==> src/rtl/decoder_arm_ldm_seq.sv <==
// Expands one ARM LDM/STM instruction into per-register memory micro-ops, lowest register first.
// Optional: define DECODER_LDM_PC_BRANCH_EN to flag the micro-op that loads the PC.
module decoder_arm_ldm_seq #(
   parameter int NUM_REGS = 16,
   parameter int ADDR_W   = 32,
   parameter int STRIDE   = 4,
   localparam int RID_W   = $clog2(NUM_REGS)
) (
   input  logic              clk,
   input  logic              rst,
   input  logic              in_valid,
   output logic              in_ready,
   input  logic [31:0]       code,
   input  logic [ADDR_W-1:0] base,
   output logic              uop_valid,
   input  logic              uop_ready,
   output logic [ADDR_W-1:0] uop_addr,
   output logic [RID_W-1:0]  uop_reg,
   output logic              uop_load,
   output logic              uop_last,
   output logic              uop_pc_load,
   output logic              wb_en,
   output logic [ADDR_W-1:0] wb_value,
   output logic              empty_list
);

   // Both handshakes: a transfer happens on a rising edge where valid and ready
   // are both high; the producer holds its outputs stable until that edge.
   typedef enum logic {IDLE, ISSUE} state_t;

   state_t              state;
   logic [NUM_REGS-1:0] rem;
   logic                wb_q;
   logic [ADDR_W-1:0]   wb_target;

   logic [NUM_REGS-1:0] list_in;
   logic [NUM_REGS-1:0] rem_after;
   logic [NUM_REGS-1:0] sel;
   logic [RID_W-1:0]    sel_reg;
   logic                sel_single;
   logic [ADDR_W-1:0]   count;
   logic [ADDR_W-1:0]   span;
   logic [ADDR_W-1:0]   start_addr;
   logic [ADDR_W-1:0]   wb_calc;
   logic                accept;
   logic                hs;
   logic                unused_code;

   assign unused_code = ^code;
   assign list_in     = code[NUM_REGS-1:0];
   assign accept      = in_valid & in_ready;
   assign hs          = uop_valid & uop_ready;
   assign rem_after   = rem & (rem - 1'b1);

   function automatic logic [RID_W-1:0] lowest_bit(input logic [NUM_REGS-1:0] v);
      lowest_bit = '0;
      for (int i = NUM_REGS - 1; i >= 0; i--) begin
         if (v[i]) lowest_bit = RID_W'(i);
      end
   endfunction

   always_comb begin
      count = '0;
      for (int i = 0; i < NUM_REGS; i++) begin
         count = count + {{(ADDR_W-1){1'b0}}, list_in[i]};
      end
      span = count * ADDR_W'(STRIDE);
      case ({code[24], code[23]})
         2'b01:   start_addr = base;
         2'b11:   start_addr = base + ADDR_W'(STRIDE);
         2'b00:   start_addr = base - span + ADDR_W'(STRIDE);
         default: start_addr = base - span;
      endcase
      wb_calc = code[23] ? (base + span) : (base - span);
   end

   // The next register to present: from the new list on accept, otherwise the list after this handshake.
   always_comb begin
      sel        = (state == IDLE) ? list_in : rem_after;
      sel_reg    = lowest_bit(sel);
      sel_single = (sel != '0) && ((sel & (sel - 1'b1)) == '0);
   end

   always_ff @(posedge clk or posedge rst) begin
      if (rst) begin
         state      <= IDLE;
         in_ready   <= 1'b1;
         rem        <= '0;
         wb_q       <= 1'b0;
         wb_target  <= '0;
         uop_valid  <= 1'b0;
         uop_addr   <= '0;
         uop_reg    <= '0;
         uop_load   <= 1'b0;
         uop_last   <= 1'b0;
         wb_en      <= 1'b0;
         wb_value   <= '0;
         empty_list <= 1'b0;
      end else begin
         wb_en      <= 1'b0;
         empty_list <= 1'b0;
         case (state)
            IDLE: begin
               if (accept) begin
                  if (list_in == '0) begin
                     empty_list <= 1'b1;
                  end else begin
                     state     <= ISSUE;
                     in_ready  <= 1'b0;
                     rem       <= list_in;
                     wb_q      <= code[21];
                     wb_target <= wb_calc;
                     uop_valid <= 1'b1;
                     uop_addr  <= start_addr;
                     uop_reg   <= sel_reg;
                     uop_last  <= sel_single;
                     uop_load  <= code[20];
                  end
               end
            end
            ISSUE: begin
               if (hs) begin
                  if (uop_last) begin
                     state     <= IDLE;
                     in_ready  <= 1'b1;
                     uop_valid <= 1'b0;
                     uop_last  <= 1'b0;
                     wb_en     <= wb_q;
                     if (wb_q) wb_value <= wb_target;
                  end else begin
                     rem      <= rem_after;
                     uop_addr <= uop_addr + ADDR_W'(STRIDE);
                     uop_reg  <= sel_reg;
                     uop_last <= sel_single;
                  end
               end
            end
            default: state <= IDLE;
         endcase
      end
   end

`ifdef DECODER_LDM_PC_BRANCH_EN
   always_ff @(posedge clk or posedge rst) begin
      if (rst) begin
         uop_pc_load <= 1'b0;
      end else if (state == IDLE) begin
         if (accept && list_in != '0) begin
            uop_pc_load <= code[20] && (sel_reg == RID_W'(NUM_REGS - 1));
         end
      end else if (hs) begin
         uop_pc_load <= !uop_last && uop_load && (sel_reg == RID_W'(NUM_REGS - 1));
      end
   end
`else
   assign uop_pc_load = 1'b0;
`endif

endmodule

==> config.mk <==
export PLATFORM = sky130hd
export DESIGN_NAME = decoder_arm_ldm_seq
export DESIGN_NICKNAME = d
export VERILOG_FILES = /design/src/rtl/decoder_arm_ldm_seq.sv
export SDC_FILE = /design/constraint.sdc
export NUM_CORES = 1
export LEC_CHECK = 0
export BUFFER_PORTS_ARGS = -buffer_cell sky130_fd_sc_hd__buf_2
export CORE_AREA = 10 10 161 126
export CTS_CLUSTER_SIZE = 28
export DETAILED_ROUTE_END_ITERATION = 10
export DIE_AREA = 0 0 171 136
export PLACE_DENSITY = 0.85
export SLEW_MARGIN = 40
export SYNTH_ARGS = -nofsm -noshare
export SYNTH_HDL_FRONTEND = slang
export SYNTH_SLANG_ARGS = --single-unit
==> constraint.sdc <==
create_clock -name clk -period 8.2 [get_ports clk]
set_input_delay 0.41 -clock clk [delete_from_list [all_inputs] [get_ports clk]]
set_output_delay 0.41 -clock clk [all_outputs]
set_load 0.02 [all_outputs]
==> results.md <==
- Crit. End Element: flop
- Prevailing post-synth register cell: dfrtp_1
- Pwr/cell area: ~280 nW/um2
- R2R cell count: 9
- Routed WL: 31800 um
- RSZ-0062 raised after global routing: no
- CTS sink cnt: about 120
- Post-Syn Nets: 1452
- Hold buffer count at CTS: 0
- Synth area leaders: dfrtp_1 30%, nand2_1 8.7%, o21ai_0 5.5%
- Die H: 136 um
- Clock Root Buffer: clkbuf_16
- Die area: 23300 um2
- Dpl hpwl: 23100 um
- Design Power: 0.00317 W
- Maxcap violations: 0
- Total CTS buffers: 17
- Initial antenna violation count: 1
- CTS HTree Levels: 4
- Fin nets: 1524
- Slew margin rel.: 45.5%
- CP startpoint kind: primary input
- Total GRT Usage: 27.2%
- TNS Setup: 0 ps
- Post-route cell area: approximately 11000 um2
- Setup bufs post-CTS: 0
- Share of layout cells above drive strength 1: ~14%
- CTS tree: built
- Row count: 42
- Post-Syn Instances: 1350
- Critical path class: primary input to flop
- Clk_skew: around 7.3 ps
- Most common cell in the netlist: nand2_1
- Post-cts gate resize count: 0
- DR WL/cell: roughly 19 um
- # IOs: 143
- Tightest Pin Transition: 814 ps
- Fin crit share: 86.2%
- Post-layout min period: 7070 ps
- Worst EP arrival: 7450 ps
- CP max FO: 10
- Dominant cell type by area after synthesis: dfrtp_1
- Number of DRC markers in iteration 0: 1558
- Latest clock arrival within the worst-skew pair: 440 ps
- Largest net degree at the start of global routing: 90
- Drt pass-1 iters: 6
- Synth top area share: 30.4%
- F_max: 141 MHz
- EDFF count, synth: 0
- Via-to-Cell Ratio: 6.45
- Worst VDD drop: 0.179 mV
- Area Overhead vs Synth: 12.7%
- Hold crit path type: primary input to asynchronous set/reset pin
- Status: complete, no violations
- Worst Path Required: roughly 8600 ps
- Core box area: around 17000 um2
- Unique cell type count in the Yosys netlist: 78
- Drc violations: 0
- FF+latch count, synth: ~120
- Post-placement cell area: 10800 um2
- PortBufs: 129
- ANT nets after route: 0
- Routed via count: roughly 11000
- Register area share after synthesis: 30.7%
- Pins Over Slew Limit: 0
- Setup violations, final: 0
- Avg Cell Area, Syn: 7.49 um2
- First-pass GRT wire length: 51200 um
- CTS clk-pin slew, worst paths: 60 ps
- Clk buf depth: 2
- Mapped cell area: 10100 um2
- Async S/R FF share, synth: between 90% and 100%
- Routability Congestion: slightly below 1
- Die width: about 170 um
- Vias in the first global route: 9802
- Final hold vios: 0
- Largest regs: uop_addr (32), wb_target (32), wb_value (32)
- Leak Pwr: 4.96 nW
- Grt total ovfl: 0
- Yosys warns: 0
- Synth cell count leaders: 235 x nand2_1, 123 x dfrtp_1, 112 x o21ai_0
- Initial Util: approximately three fifths
-- layer usage --
| metal | wire length [um] | part of all wire [%] | global-route usage [%] |
|---|---|---|---|
| met3 | 3130 | 9.9 | 6.14 |
| met4 | 615 | 1.9 | 7.76 |
| met2 | 15000 | 47 | 44.3 |
| met5 | 0 | 0 | 0 |
| met1 | 13000 | 41 | 35.5 |
-- layout make-up --
type | count | area (um2)
multi-input combinational | 1077 | 6460
fill | 1492 | 5850
sequential | 124 | 3110
timing repair buffer | 142 | 751
clock buffer | 19 | 453
tap | 220 | 275
inverter | 60 | 228
clock inverter | 13 | 119
antenna | 1 | 2.50
-- critical path, cell delays in order --
cell and delay (ps):
buf_2 140, inv_1 100, fa_1 560, fa_1 450, fa_1 550, fa_1 410
inv_1 70, ha_1 180, fa_1 230, a21o_1 120, and2_1 190, inv_1 70
ha_1 320, or4_4 590, nor4_4 570, nand2_1 310, or4_1 550, xnor2_1 210
or4b_4 530, or4_4 530, o31a_1 270, nand3_1 90
-- path summary, 6_finish.rpt --
path	start	endpoint	slack, ps
setup / recovery	code[5]	uop_addr[29]$_DFFE_PP0P_	1130
hold / removal	rst	rem[14]$_DFFE_PP0P_	80
hold reg to reg	wb_target[2]$_DFFE_PP0P_	wb_value[2]$_DFFE_PP0P_	470
max in group asynchronous	rst	wb_target[24]$_DFFE_PP0P_	7050
min in group clk	code[21]	wb_q$_DFFE_PP0P_	180
setup reg to reg	uop_addr[2]$_DFFE_PP0P_	uop_addr[30]$_DFFE_PP0P_	5100
-- where the power goes --
group	switching [W]	internal [W]
sequential	0.000162	0.000786
clock	0.000305	0.000432
combinational	0.000935	0.000547
total	0.00140	0.00177
-- per-stage QoR --
stage	cells	hold slack [ps]	worst slack (ps)	utilization [%]
2_1_floorplan	1350	439	1470	-
3_3_place_gp	1623	448	972	62.6
3_5_place_dp	1623	454	821	62.7
4_1_cts	1655	118	1240	66.0
5_1_grt	1655	139	853	66.1
6_report	1656	77.3	1130	66.1
-- placed cells by master, fill, tap and decap left out, types with 6 or more instances in the layout --
cell       count
nand3_1       44
o21ai_0      112
a211oi_1      15
a22oi_1        8
buf_4         11
or4_1          7
nand2b_1       8
o22ai_1        9
nor2b_1       12
nor3b_1        7
or2_2         10
or3_1         20
a21oi_1       90
nand2_1      234
o31ai_1       12
dfrtp_1      122
a211o_1        6
mux2i_1       10
a31oi_1       14
inv_1         57
o31a_1         6
a21o_1        20
nor4_1        27
and3_1         6
nor3_1        45
xnor2_1       47
buf_2        129
xor2_1        30
nor2_1       107
ha_1          21
nand4_1       23
fa_1          12
and2_1         6
o211ai_1      14
clkbuf_16     17
-- kinds of logic after synthesis --
group	share of synthesized area, %
DFF	30.7
other	0.0371
muxes	1.55
AOI/OAI and AO/OA	22.7
xor gates and xnor gates	6.67
buffers and inverters	5.73
adders and majority gates	5.30
and+or+nand+nor	27.3
Power figures use the tool's default switching activity.
